### src/rtl/req_arbiter_4ch.sv
// Four-channel request arbiter with fixed-priority or round-robin selection,
// bounded grant hold time and a one-cycle dead gap between owners.
module req_arbiter_4ch #(
    parameter int MAX_HOLD = 8,
    parameter int CNT_W    = 4
) (
    input  logic             clk,
    input  logic             rst_n,
    input  logic [3:0]       req,
    input  logic             rr_en,
    output logic [3:0]       gnt,
    output logic [1:0]       gnt_id,
    output logic             gnt_valid,
    output logic             timeout
);

    typedef enum logic [1:0] {
        IDLE,
        GRANT,
        RELEASE
    } state_t;

    state_t           state;
    logic [CNT_W-1:0] hold_cnt;
    logic [1:0]       rr_ptr;
    logic [1:0]       owner;
    logic [3:0]       owner_mask;
    logic [3:0]       others;
    logic [3:0]       cand;
    logic [1:0]       winner;
    logic [1:0]       rr_idx;

    assign owner_mask = 4'b0001 << owner;
    assign others     = req & ~owner_mask;

    // An owner that just timed out steps aside unless nobody else is asking.
    always_comb begin
        cand = req;
        if (state == RELEASE && timeout && others != 4'b0000) begin
            cand = others;
        end
    end

    always_comb begin
        winner = 2'd0;
        rr_idx = 2'd0;
        if (rr_en) begin
            for (int k = 3; k >= 0; k--) begin
                rr_idx = rr_ptr + 2'(k);
                if (cand[rr_idx]) begin
                    winner = rr_idx;
                end
            end
        end else begin
            for (int i = 0; i < 4; i++) begin
                if (cand[i]) begin
                    winner = 2'(i);
                end
            end
        end
    end

    always_ff @(posedge clk or negedge rst_n) begin
        if (!rst_n) begin
            state     <= IDLE;
            gnt       <= 4'b0000;
            gnt_id    <= 2'd0;
            gnt_valid <= 1'b0;
            timeout   <= 1'b0;
            hold_cnt  <= '0;
            rr_ptr    <= 2'd0;
            owner     <= 2'd0;
        end else begin
            timeout <= 1'b0;
            case (state)
                IDLE, RELEASE: begin
                    if (cand != 4'b0000) begin
                        state     <= GRANT;
                        gnt       <= 4'b0001 << winner;
                        gnt_id    <= winner;
                        gnt_valid <= 1'b1;
                        hold_cnt  <= CNT_W'(1);
                        owner     <= winner;
                        if (rr_en) begin
                            rr_ptr <= winner + 2'd1;
                        end
                    end else begin
                        state <= IDLE;
                    end
                end
                GRANT: begin
                    if (!req[owner] || hold_cnt == CNT_W'(MAX_HOLD)) begin
                        state     <= RELEASE;
                        gnt       <= 4'b0000;
                        gnt_id    <= 2'd0;
                        gnt_valid <= 1'b0;
                        hold_cnt  <= '0;
                        timeout   <= req[owner];
                    end else begin
                        hold_cnt <= hold_cnt + CNT_W'(1);
                    end
                end
                default: begin
                    state <= IDLE;
                end
            endcase
        end
    end

endmodule

### config.mk
export PLATFORM = sky130hd
export DESIGN_NAME = req_arbiter_4ch
export DESIGN_NICKNAME = d
export VERILOG_FILES = /design/src/rtl/req_arbiter_4ch.sv
export SDC_FILE = /design/constraint.sdc
export NUM_CORES = 1
export LEC_CHECK = 0
export ABC_AREA = 1
export BUFFER_PORTS_ARGS = -buffer_cell sky130_fd_sc_hd__buf_2
export CAP_MARGIN = 20
export CORE_UTILIZATION = 35
export DETAILED_ROUTE_END_ITERATION = 10
export PLACE_DENSITY = 0.57
export SLEW_MARGIN = 20
export SYNTH_ARGS = -nofsm -noshare
export SYNTH_HDL_FRONTEND = slang
export SYNTH_SLANG_ARGS = --single-unit
### constraint.sdc
create_clock -name clk -period 3.14 [get_ports clk]
set_clock_uncertainty 0.2 [all_clocks]
set_input_delay 0.314 -clock clk [delete_from_list [all_inputs] [get_ports clk]]
set_output_delay 0.314 -clock clk [all_outputs]
set_load 0.005 [all_outputs]
==> impl_results.html, run 1 <==
<table>
<tr><th>Metric</th><th>Value</th></tr>
<tr><th colspan="2">Final layout</th></tr>
<tr><td>Area used by multi-input combinational logic</td><td>624 um2</td></tr>
<tr><td>Number of nets at the end of the flow</td><td>181</td></tr>
<tr><td>Share of layout cells above drive strength 1</td><td>25.6%</td></tr>
<tr><td># fillers</td><td>346</td></tr>
<tr><td>Number of diodes added for antenna fixing</td><td>0</td></tr>
<tr><td>Register cell area after layout</td><td>450 um2</td></tr>
<tr><td>Area Overhead vs Synth</td><td>13.6%</td></tr>
<tr><th colspan="2">Detailed routing</th></tr>
<tr><td>Wire length reported by the detailed router</td><td>2.31 mm</td></tr>
<tr><td>Number of violations reported at the end of detailed-routing iteration 0</td><td>39</td></tr>
<tr><td>Number of DRC violations after detailed routing</td><td>0</td></tr>
<tr><td>Count of vias placed by the detailed router</td><td>1012</td></tr>
<tr><td>Average wire per standard cell</td><td>10.9 um</td></tr>
<tr><td>Post-detailed-route via-to-cell ratio</td><td>around 4.8</td></tr>
<tr><td>Count of nets left with antenna violations after detail routing</td><td>0</td></tr>
<tr><td>Detailed Routing Iterations Pass 1</td><td>4</td></tr>
<tr><th colspan="2">Critical path</th></tr>
<tr><td>FF-to-FF Start</td><td>owner[0]</td></tr>
<tr><td>Internal reg-to-reg setup slack</td><td>approximately 530 ps</td></tr>
<tr><td>Crit Reg-Reg Endpoint</td><td>gnt[2]</td></tr>
<tr><td>Crit path max-delay cell type</td><td>sky130_fd_sc_hd__dfrtp_1</td></tr>
<tr><td>CP peak stage delay</td><td>approximately 440 ps</td></tr>
<tr><td>Critical path buffer and inverter count</td><td>1</td></tr>
<tr><td>Dominant cell type by count on the critical path</td><td>sky130_fd_sc_hd__nand2_2</td></tr>
<tr><td>Kind of cell adding the most delay to the critical path</td><td>compound AO/OA/AOI/OAI gates</td></tr>
<tr><td>Critical path cell sequence</td><td>o21ai_1 -&gt; nand2_2 -&gt; o21ai_4 -&gt; nand2_2 -&gt; nand3_1 -&gt; nand3_1 -&gt; nand2_1 -&gt; nor2_1 -&gt; a21oi_2 -&gt; nand2_2 -&gt; nand2_4 -&gt; inv_1 -&gt; ha_1 -&gt; a22o_1</td></tr>
<tr><td>Maximum fanout along the worst path</td><td>5</td></tr>
<tr><td>Critical Path Sink Type</td><td>flop</td></tr>
<tr><td>Category of the critical setup timing path</td><td>reg -&gt; reg</td></tr>
<tr><td>Required time reported for the critical path endpoint</td><td>about 3100 ps</td></tr>
<tr><td>Number of cell instances on the worst register-to-register path</td><td>14</td></tr>
<tr><td>Arrival time of data at the critical path endpoint</td><td>2600 ps</td></tr>
<tr><td>Critical path launch point type</td><td>flop</td></tr>
<tr><th colspan="2">Timing</th></tr>
<tr><td>Final clock period utilization by the worst path</td><td>83.1%</td></tr>
<tr><td>Setup repair after global routing missed its margin</td><td>no</td></tr>
<tr><td>Setup violators final</td><td>0</td></tr>
<tr><td>Final period demand of the worst path</td><td>2610 ps</td></tr>
<tr><td>Peak Freq</td><td>around 380 MHz</td></tr>
<tr><td>Transition at the pin with the smallest max-transition slack</td><td>394 ps</td></tr>
<tr><td>Sum Neg Setup Slack</td><td>0 ps</td></tr>
<tr><td>Setup WS post-layout</td><td>530 ps</td></tr>
<tr><td>Final max-slew violation count</td><td>0</td></tr>
<tr><td>Max-slew headroom at the worst pin</td><td>73.7%</td></tr>
<tr><td>Total count of hold-check failures in the final report</td><td>0</td></tr>
<tr><th colspan="2">Synth</th></tr>
<tr><td>Library cells used by synthesis</td><td>27</td></tr>
<tr><td>Fraction of synthesized cell area taken by the top area cell type</td><td>38.8%</td></tr>
<tr><td>Avg Cell Area, Syn</td><td>7.73 um2</td></tr>
<tr><td>Post-synthesis cell count</td><td>150</td></tr>
<tr><td>Cell taking the most area after synthesis</td><td>sky130_fd_sc_hd__dfrtp_1</td></tr>
<tr><td>Most frequent cells after synthesis</td><td>sky130_fd_sc_hd__nand2_1 (38), sky130_fd_sc_hd__inv_1 (19), sky130_fd_sc_hd__dfrtp_1 (18), sky130_fd_sc_hd__nand3_1 (18), sky130_fd_sc_hd__nand2_2 (11)</td></tr>
<tr><td>Cell with the most instances after synthesis</td><td>sky130_fd_sc_hd__nand2_1</td></tr>
<tr><td>Seq/Total Area, Yosys</td><td>38.8%</td></tr>
<tr><td>Post-synthesis instance area</td><td>1160 um2</td></tr>
<tr><td>Post-synthesis net count</td><td>~160</td></tr>
<tr><td>Most used flip-flop cell after synthesis</td><td>sky130_fd_sc_hd__dfrtp_1</td></tr>
<tr><td>Yosys warning count</td><td>0</td></tr>
<tr><td>Number of enable-type register cells in the synthesized netlist</td><td>0</td></tr>
<tr><td>Number of synthesized register bits</td><td>18</td></tr>
<tr><td>Top post-synthesis cells by area</td><td>sky130_fd_sc_hd__dfrtp_1 (39%), sky130_fd_sc_hd__nand2_1 (12%), sky130_fd_sc_hd__nand3_1 (7.8%), sky130_fd_sc_hd__inv_1 (6.1%), sky130_fd_sc_hd__nand2_2 (5.9%)</td></tr>
<tr><td>Async set-reset flop share out of synthesis</td><td>100%</td></tr>
<tr><th colspan="2">Global route</th></tr>
<tr><td>Wire length of the first global-routing pass</td><td>approximately 4.2 mm</td></tr>
<tr><td>Total routing usage reported by global routing</td><td>15.3%</td></tr>
<tr><td>Initial antenna violation count</td><td>0</td></tr>
<tr><td>Largest net degree at the start of global routing</td><td>19</td></tr>
<tr><td>Via count of the first global-routing pass</td><td>970</td></tr>
<tr><td>Residual overflow from global routing</td><td>0</td></tr>
<tr><th colspan="2">Place</th></tr>
<tr><td>Port Buf Inserts</td><td>14</td></tr>
<tr><td>Final weighted congestion of routability-driven global placement</td><td>0.820</td></tr>
<tr><td>Worst setup slack after placement</td><td>543 ps</td></tr>
<tr><td>HPWL Detailed</td><td>around 1.8 mm</td></tr>
<tr><th colspan="2">Clock network</th></tr>
<tr><td>Number of buffers inserted during clock tree synthesis</td><td>3</td></tr>
<tr><td>Clock Latency Late Sink</td><td>between 200 and 300 ps</td></tr>
<tr><td>Post-CTS setup-driven buffer insertion count</td><td>0</td></tr>
<tr><td>TritonCTS clock tree</td><td>built</td></tr>
<tr><td>Clock input transition at the sequential cells of the worst setup and hold paths</td><td>roughly 100 ps</td></tr>
<tr><td>Buffer type at the clock tree root</td><td>sky130_fd_sc_hd__clkbuf_4</td></tr>
<tr><td>Maximum level of the CTS H-tree</td><td>1</td></tr>
<tr><td>Buffers from clock root to sink, at most</td><td>2</td></tr>
<tr><td>Total number of clock tree sinks</td><td>18</td></tr>
<tr><td>Resized Gates After CTS</td><td>0</td></tr>
<tr><td>Number of buffers inserted for hold repair after clock tree synthesis</td><td>1</td></tr>
<tr><th colspan="2">Power</th></tr>
<tr><td>Part of the power in the clock network</td><td>9.1%</td></tr>
<tr><td>Share of total power consumed by net switching</td><td>49.0%</td></tr>
<tr><td>Total power per unit cell area</td><td>roughly 940 nW/um2</td></tr>
<tr><td>Proportion of power drawn by combinational gates</td><td>58.3%</td></tr>
<tr><td>Static leakage</td><td>0.705 nW</td></tr>
<tr><td>Internal Dissipation</td><td>0.630 mW</td></tr>
<tr><td>Total net switching power</td><td>between 0.6 and 0.7 mW</td></tr>
<tr><td>Worst IR drop on VDD</td><td>0.000338 V</td></tr>
<tr><td>Share of power burned in registers</td><td>32.5%</td></tr>
<tr><th colspan="2">Floorplan</th></tr>
<tr><td>Area of the core</td><td>3100 um2</td></tr>
<tr><td>Overall die width</td><td>59.6 um</td></tr>
<tr><td>Number of placement rows</td><td>20</td></tr>
<tr><td>Area of the die</td><td>3550 um2</td></tr>
<tr><td>Die Span Y</td><td>59.6 um</td></tr>
<tr><td>IO Pins</td><td>15</td></tr>
<tr><td>Effective utilization at floorplan</td><td>37.4%</td></tr>
<tr><th colspan="2">Flow run</th></tr>
<tr><td>MaxCap Viol Count</td><td>0</td></tr>
<tr><th colspan="2">Min path</th></tr>
<tr><td>Worst min-delay path class</td><td>in -&gt; reg</td></tr>
<tr><td>Cell depth of the worst hold path</td><td>5</td></tr>
<tr><td>Endpoint of the worst hold-timing path</td><td>timeout</td></tr>
<tr><td>Hold path startpoint</td><td>req[3]</td></tr>
<tr><th colspan="2">Status</th></tr>
<tr><td>Result of the run</td><td>finished clean</td></tr>
</table>
[sequential cells by signal, summed over array words and instances, names as in the netlist]
signal,cells
timeout,1
gnt,4
gnt_id,2
owner,2
gnt_valid,1
rr_ptr,2
hold_cnt,4
state,2
[routing by layer]
metal  GRT usage (%)  vias to the layer above  part of all wire, %
met1            22.2                      468                   51
met3            2.18                        0                  3.8
met5               0                        -                    0
li1                -                      522                    -
met2            23.4                       22                   45
met4            4.98                        0                    0
[worst register-to-register path: cells and delay by family (launching register included)]
kind | cells | cell delay, ps
DFF | 1 | 440
buffers and inverters | 1 | 50
adders and majority gates | 1 | 170
AOI/OAI and AO/OA | 4 | 890
and+or+nand+nor | 8 | 750
[worst max path at each step]
stage,depth (start not counted),from,end,slack (ps)
floorplan,14,owner[0],gnt[2],780
global placement,14,owner[0],gnt[2],620
detailed placement,14,owner[0],gnt[2],540
CTS,14,owner[0],gnt[2],530
global route,14,owner[1],gnt[2],280
finish,14,owner[0],gnt[2],530
[logic make-up (layout without fill, tap and decap cells)]
group           count (synthesis)  count (layout)  share of synthesized area [%]
xor+xnor                        3               3                           2.27
compound gates                 17              17                           10.7
buf+inv                        22              40                           7.34
mux                             1               1                          0.863
flops                          18              18                           38.8
simple gates                   85              85                           35.7
fa+ha+maj                       4               4                           4.32
[area by class of cell]
| cell class | instances | area share, % |
|---|---|---|
| Timing Repair Buffer | 15 | 6.08 |
| Multi-Input combinational cell | 110 | 47.4 |
| Clock buffer | 3 | 1.71 |
| Sequential cell | 18 | 34.2 |
| Inverter | 22 | 6.46 |
| Tap cell | 44 | 4.18 |
[metrics by stage]
step,cell area [um2],hold slack (ps),power [mW],utilization (%),cells
6_report,1320,255,1.24,42.5,212
5_1_grt,1320,263,1.37,42.5,212
4_1_cts,1320,248,1.25,42.5,212
3_5_place_dp,1280,68.9,1.13,41.4,208
3_3_place_gp,1280,67.3,1.11,41.4,208
2_1_floorplan,1160,-182,0.953,-,150
[cell usage in the layout, fill, tap and decap left out, types with 2 or more instances in the layout]
cell / n
sky130_fd_sc_hd__o21ai_2: 3
sky130_fd_sc_hd__a22o_1: 2
sky130_fd_sc_hd__nand3_2: 3
sky130_fd_sc_hd__ha_1: 4
sky130_fd_sc_hd__o21ai_1: 2
sky130_fd_sc_hd__nor2_1: 9
sky130_fd_sc_hd__inv_2: 2
sky130_fd_sc_hd__nand2_2: 11
sky130_fd_sc_hd__nand3_1: 18
sky130_fd_sc_hd__o21ai_0: 5
sky130_fd_sc_hd__dfrtp_1: 18
sky130_fd_sc_hd__inv_1: 19
sky130_fd_sc_hd__nand4_1: 2
sky130_fd_sc_hd__clkbuf_4: 3
sky130_fd_sc_hd__xor2_1: 2
sky130_fd_sc_hd__buf_2: 14
sky130_fd_sc_hd__nand2_1: 38
[power groups by stage]
stage	clock network, mW	logic [mW]	registers [mW]
after floorplan	0	0.556	0.397
after CTS	0.117	0.729	0.402
after detailed placement	0	0.723	0.406
final	0.113	0.721	0.402
after global placement	0	0.714	0.400
after global routing	0.125	0.831	0.416
No activity file was read; power rests on OpenSTA's default activity.
==> run 2, diff against run 1 <==
Settings changed: PLACE_DENSITY 0.57 to 0.59.
Clock period 3.14 ns to 2.3 ns, I/O delays scaled along.
==> impl_results.html, run 2 (same netlist as run 1, synthesis figures left out) <==
<table>
<tr><th>Metric</th><th>Value</th></tr>
<tr><th colspan="2">Timing</th></tr>
<tr><td>Setup repair after global routing missed its margin</td><td>yes</td></tr>
<tr><td>Setup violators final</td><td>9</td></tr>
<tr><td>Setup WS post-layout</td><td>-185 ps</td></tr>
<tr><td>Total count of hold-check failures in the final report</td><td>0</td></tr>
<tr><td>Transition at the pin with the smallest max-transition slack</td><td>410 ps</td></tr>
<tr><td>Final period demand of the worst path</td><td>roughly 2500 ps</td></tr>
<tr><td>Final clock period utilization by the worst path</td><td>108%</td></tr>
<tr><td>Max-slew headroom at the worst pin</td><td>72.7%</td></tr>
<tr><td>Final max-slew violation count</td><td>0</td></tr>
<tr><td>Peak Freq</td><td>slightly above 400 MHz</td></tr>
<tr><th colspan="2">Detailed routing</th></tr>
<tr><td>Count of vias placed by the detailed router</td><td>between 1000 and 1500</td></tr>
<tr><td>Post-detailed-route via-to-cell ratio</td><td>4.78</td></tr>
<tr><td>Count of nets left with antenna violations after detail routing</td><td>0</td></tr>
<tr><td>Wire length reported by the detailed router</td><td>2.77 mm</td></tr>
<tr><td>Detailed Routing Iterations Pass 1</td><td>6</td></tr>
<tr><td>Average wire per standard cell</td><td>11.8 um</td></tr>
<tr><td>Number of DRC violations after detailed routing</td><td>0</td></tr>
<tr><td>Number of violations reported at the end of detailed-routing iteration 0</td><td>29</td></tr>
<tr><th colspan="2">Global route</th></tr>
<tr><td>Total routing usage reported by global routing</td><td>17.6%</td></tr>
<tr><td>Via count of the first global-routing pass</td><td>1121</td></tr>
<tr><td>Wire length of the first global-routing pass</td><td>4.70 mm</td></tr>
<tr><td>Residual overflow from global routing</td><td>0</td></tr>
<tr><td>Largest net degree at the start of global routing</td><td>19</td></tr>
<tr><td>Initial antenna violation count</td><td>0</td></tr>
<tr><th colspan="2">Floorplan</th></tr>
<tr><td>Overall die width</td><td>slightly below 60 um</td></tr>
<tr><td>Effective utilization at floorplan</td><td>between 30% and 40%</td></tr>
<tr><td>Area of the core</td><td>3100 um2</td></tr>
<tr><td>Number of placement rows</td><td>20</td></tr>
<tr><td>IO Pins</td><td>15</td></tr>
<tr><td>Die Span Y</td><td>59.6 um</td></tr>
<tr><td>Area of the die</td><td>around 3500 um2</td></tr>
<tr><th colspan="2">Final layout</th></tr>
<tr><td>Area Overhead vs Synth</td><td>40.3%</td></tr>
<tr><td># fillers</td><td>325</td></tr>
<tr><td>Most common library cell in the layout ignoring fill and taps</td><td>sky130_fd_sc_hd__nand2_1</td></tr>
<tr><td>Share of layout cells above drive strength 1</td><td>about 48%</td></tr>
<tr><td>Most used cells in the layout excluding fill and tap cells</td><td>sky130_fd_sc_hd__nand2_1 (32), sky130_fd_sc_hd__buf_4 (22), sky130_fd_sc_hd__inv_1 (16), sky130_fd_sc_hd__dfrtp_1 (16), sky130_fd_sc_hd__buf_2 (14)</td></tr>
<tr><td>Post-route non-filler standard cell count</td><td>235</td></tr>
<tr><td>Number of nets at the end of the flow</td><td>203</td></tr>
<tr><td>Number of diodes added for antenna fixing</td><td>0</td></tr>
<tr><td>Leading registers by flop count</td><td>gnt (4), hold_cnt (4)</td></tr>
<tr><td>Post-layout utilization of the core</td><td>52.5%</td></tr>
<tr><th colspan="2">Power</th></tr>
<tr><td>Total power per unit cell area</td><td>1300 nW/um2</td></tr>
<tr><td>Power after layout</td><td>2.11 mW</td></tr>
<tr><td>Worst IR drop on VDD</td><td>0.000586 V</td></tr>
<tr><td>Static leakage</td><td>approximately 0.84 nW</td></tr>
<tr><th colspan="2">Critical path</th></tr>
<tr><td>Critical path cell sequence</td><td>inv_2 -&gt; nand2_2 -&gt; nand2_2 -&gt; nand2_2 -&gt; o21ai_4 -&gt; nand2_4 -&gt; nand3_4 -&gt; nand2_4 -&gt; o21ai_2 -&gt; nand2_2 -&gt; a21oi_2 -&gt; nand2_2 -&gt; nand2_4 -&gt; inv_2 -&gt; ha_2 -&gt; a22o_1</td></tr>
<tr><td>Category of the critical setup timing path</td><td>reg -&gt; reg</td></tr>
<tr><td>Arrival time of data at the critical path endpoint</td><td>~2500 ps</td></tr>
<tr><td>Dominant cell type by count on the critical path</td><td>sky130_fd_sc_hd__nand2_2</td></tr>
<tr><td>Critical Path Sink Type</td><td>flop</td></tr>
<tr><td>Critical path launch point type</td><td>flop</td></tr>
<tr><td>Required time reported for the critical path endpoint</td><td>2310 ps</td></tr>
<tr><td>Maximum fanout along the worst path</td><td>4</td></tr>
<tr><td>CP peak stage delay</td><td>450 ps</td></tr>
<tr><td>Crit path max-delay cell type</td><td>sky130_fd_sc_hd__dfrtp_2</td></tr>
<tr><th colspan="2">Clock network</th></tr>
<tr><td>Buffer type at the clock tree root</td><td>sky130_fd_sc_hd__clkbuf_4</td></tr>
<tr><td>TritonCTS clock tree</td><td>built</td></tr>
<tr><td>Total number of clock tree sinks</td><td>18</td></tr>
<tr><td>Number of buffers inserted during clock tree synthesis</td><td>3</td></tr>
<tr><td>Maximum level of the CTS H-tree</td><td>1</td></tr>
<tr><td>Clock Latency Late Sink</td><td>roughly 300 ps</td></tr>
<tr><td>Buffers from clock root to sink, at most</td><td>2</td></tr>
<tr><td>Clock input transition at the sequential cells of the worst setup and hold paths</td><td>110 ps</td></tr>
<tr><th colspan="2">Status</th></tr>
<tr><td>Result of the run</td><td>finished, violations left</td></tr>
<tr><td>Failing checks</td><td>negative setup slack</td></tr>
<tr><th colspan="2">Min path</th></tr>
<tr><td>Worst min-delay path class</td><td>in -&gt; reg</td></tr>
<tr><th colspan="2">Place</th></tr>
<tr><td>Instance count after placement with tap cells included</td><td>between 200 and 250</td></tr>
<tr><td>Port Buf Inserts</td><td>14</td></tr>
<tr><td>Final weighted congestion of routability-driven global placement</td><td>between 0.8 and 0.9</td></tr>
<tr><td>HPWL Detailed</td><td>1.87 mm</td></tr>
<tr><th colspan="2">Flow run</th></tr>
<tr><td>MaxCap Viol Count</td><td>0</td></tr>
</table>
-- run 2: cell types whose count changed in the layout (fill, tap and decap cells not counted), moves of 3 or more --
| cell | change |
|---|---|
| sky130_fd_sc_hd__nand3_4 | +3 |
| sky130_fd_sc_hd__nand2_1 | -6 |
| sky130_fd_sc_hd__inv_1 | -3 |
| sky130_fd_sc_hd__nand3_1 | -11 |
| sky130_fd_sc_hd__nand2_4 | +5 |
| sky130_fd_sc_hd__inv_2 | +3 |
| sky130_fd_sc_hd__nand3_2 | +8 |
| sky130_fd_sc_hd__buf_4 | +22 |
-- run 2: worst paths after layout --
kind                                 from        end  slack (ps)  depth (start not counted)
worst max-delay path             owner[1]     gnt[2]        -190                         16
worst min-delay path               req[3]    timeout         160                          5
worst max register to register   owner[1]     gnt[2]        -190                         16
worst min register to register  gnt_valid  gnt_valid         280                          2
max in group asynchronous           rst_n   owner[1]        1410                          2
min in group asynchronous           rst_n  gnt_id[0]         170                          2
-- run 2: stage by stage --
stage	cell area, um2	hold WS, ps	setup slack, ps	TNS [ps]
floorplan	1160	-266	-53.8	-66.9
global placement	1370	-16.5	-84.1	-201
detailed placement	1370	-9.98	-178	-569
CTS	1520	153	-105	-232
global route	1630	185	-336	-2780
finish	1630	159	-185	-749
-- run 2: critical path: cells and delay by family, from the launching register on --
family / cells / cell delay (ps)
flops: 1 / 450
simple gates: 9 / 740
fa+ha+maj: 1 / 150
buf+inv: 2 / 110
compound gates: 4 / 750
-- run 2: area by class of cell --
type | count | area [um2] | area share [%]
Tap cell | 44 | 55.1 | 3.38
Sequential cell | 18 | 453 | 27.8
Multi-Input combinational cell | 110 | 751 | 46.1
Clock buffer | 4 | 36.3 | 2.23
Timing Repair Buffer | 37 | 245 | 15.1
Inverter | 22 | 87.6 | 5.38
-- run 2: repair_timing --
action,CTS,global route
setup buffers,7,4
pin swaps,8,16
endpoints found under the hold margin,18,0
hold buffers,1,0
gates resized for setup,14,21
endpoints found under the setup margin,8,15
-- run 2: metal layers --
layer	global-route usage, %	wire length (um)	vias up
met4	9.30	97	0
li1	-	-	562
met3	1.31	78	11
met2	28.4	1290	30
met1	23.5	1300	520
met5	0	0	-
-- run 2: where the power goes --
| part | total [mW] | internal [mW] | switching [mW] |
|---|---|---|---|
| clock network | 0.201 | 0.0967 | 0.104 |
| registers | 0.567 | 0.450 | 0.116 |
| logic | 1.34 | 0.574 | 0.770 |
| total | 2.11 | 1.12 | 0.990 |
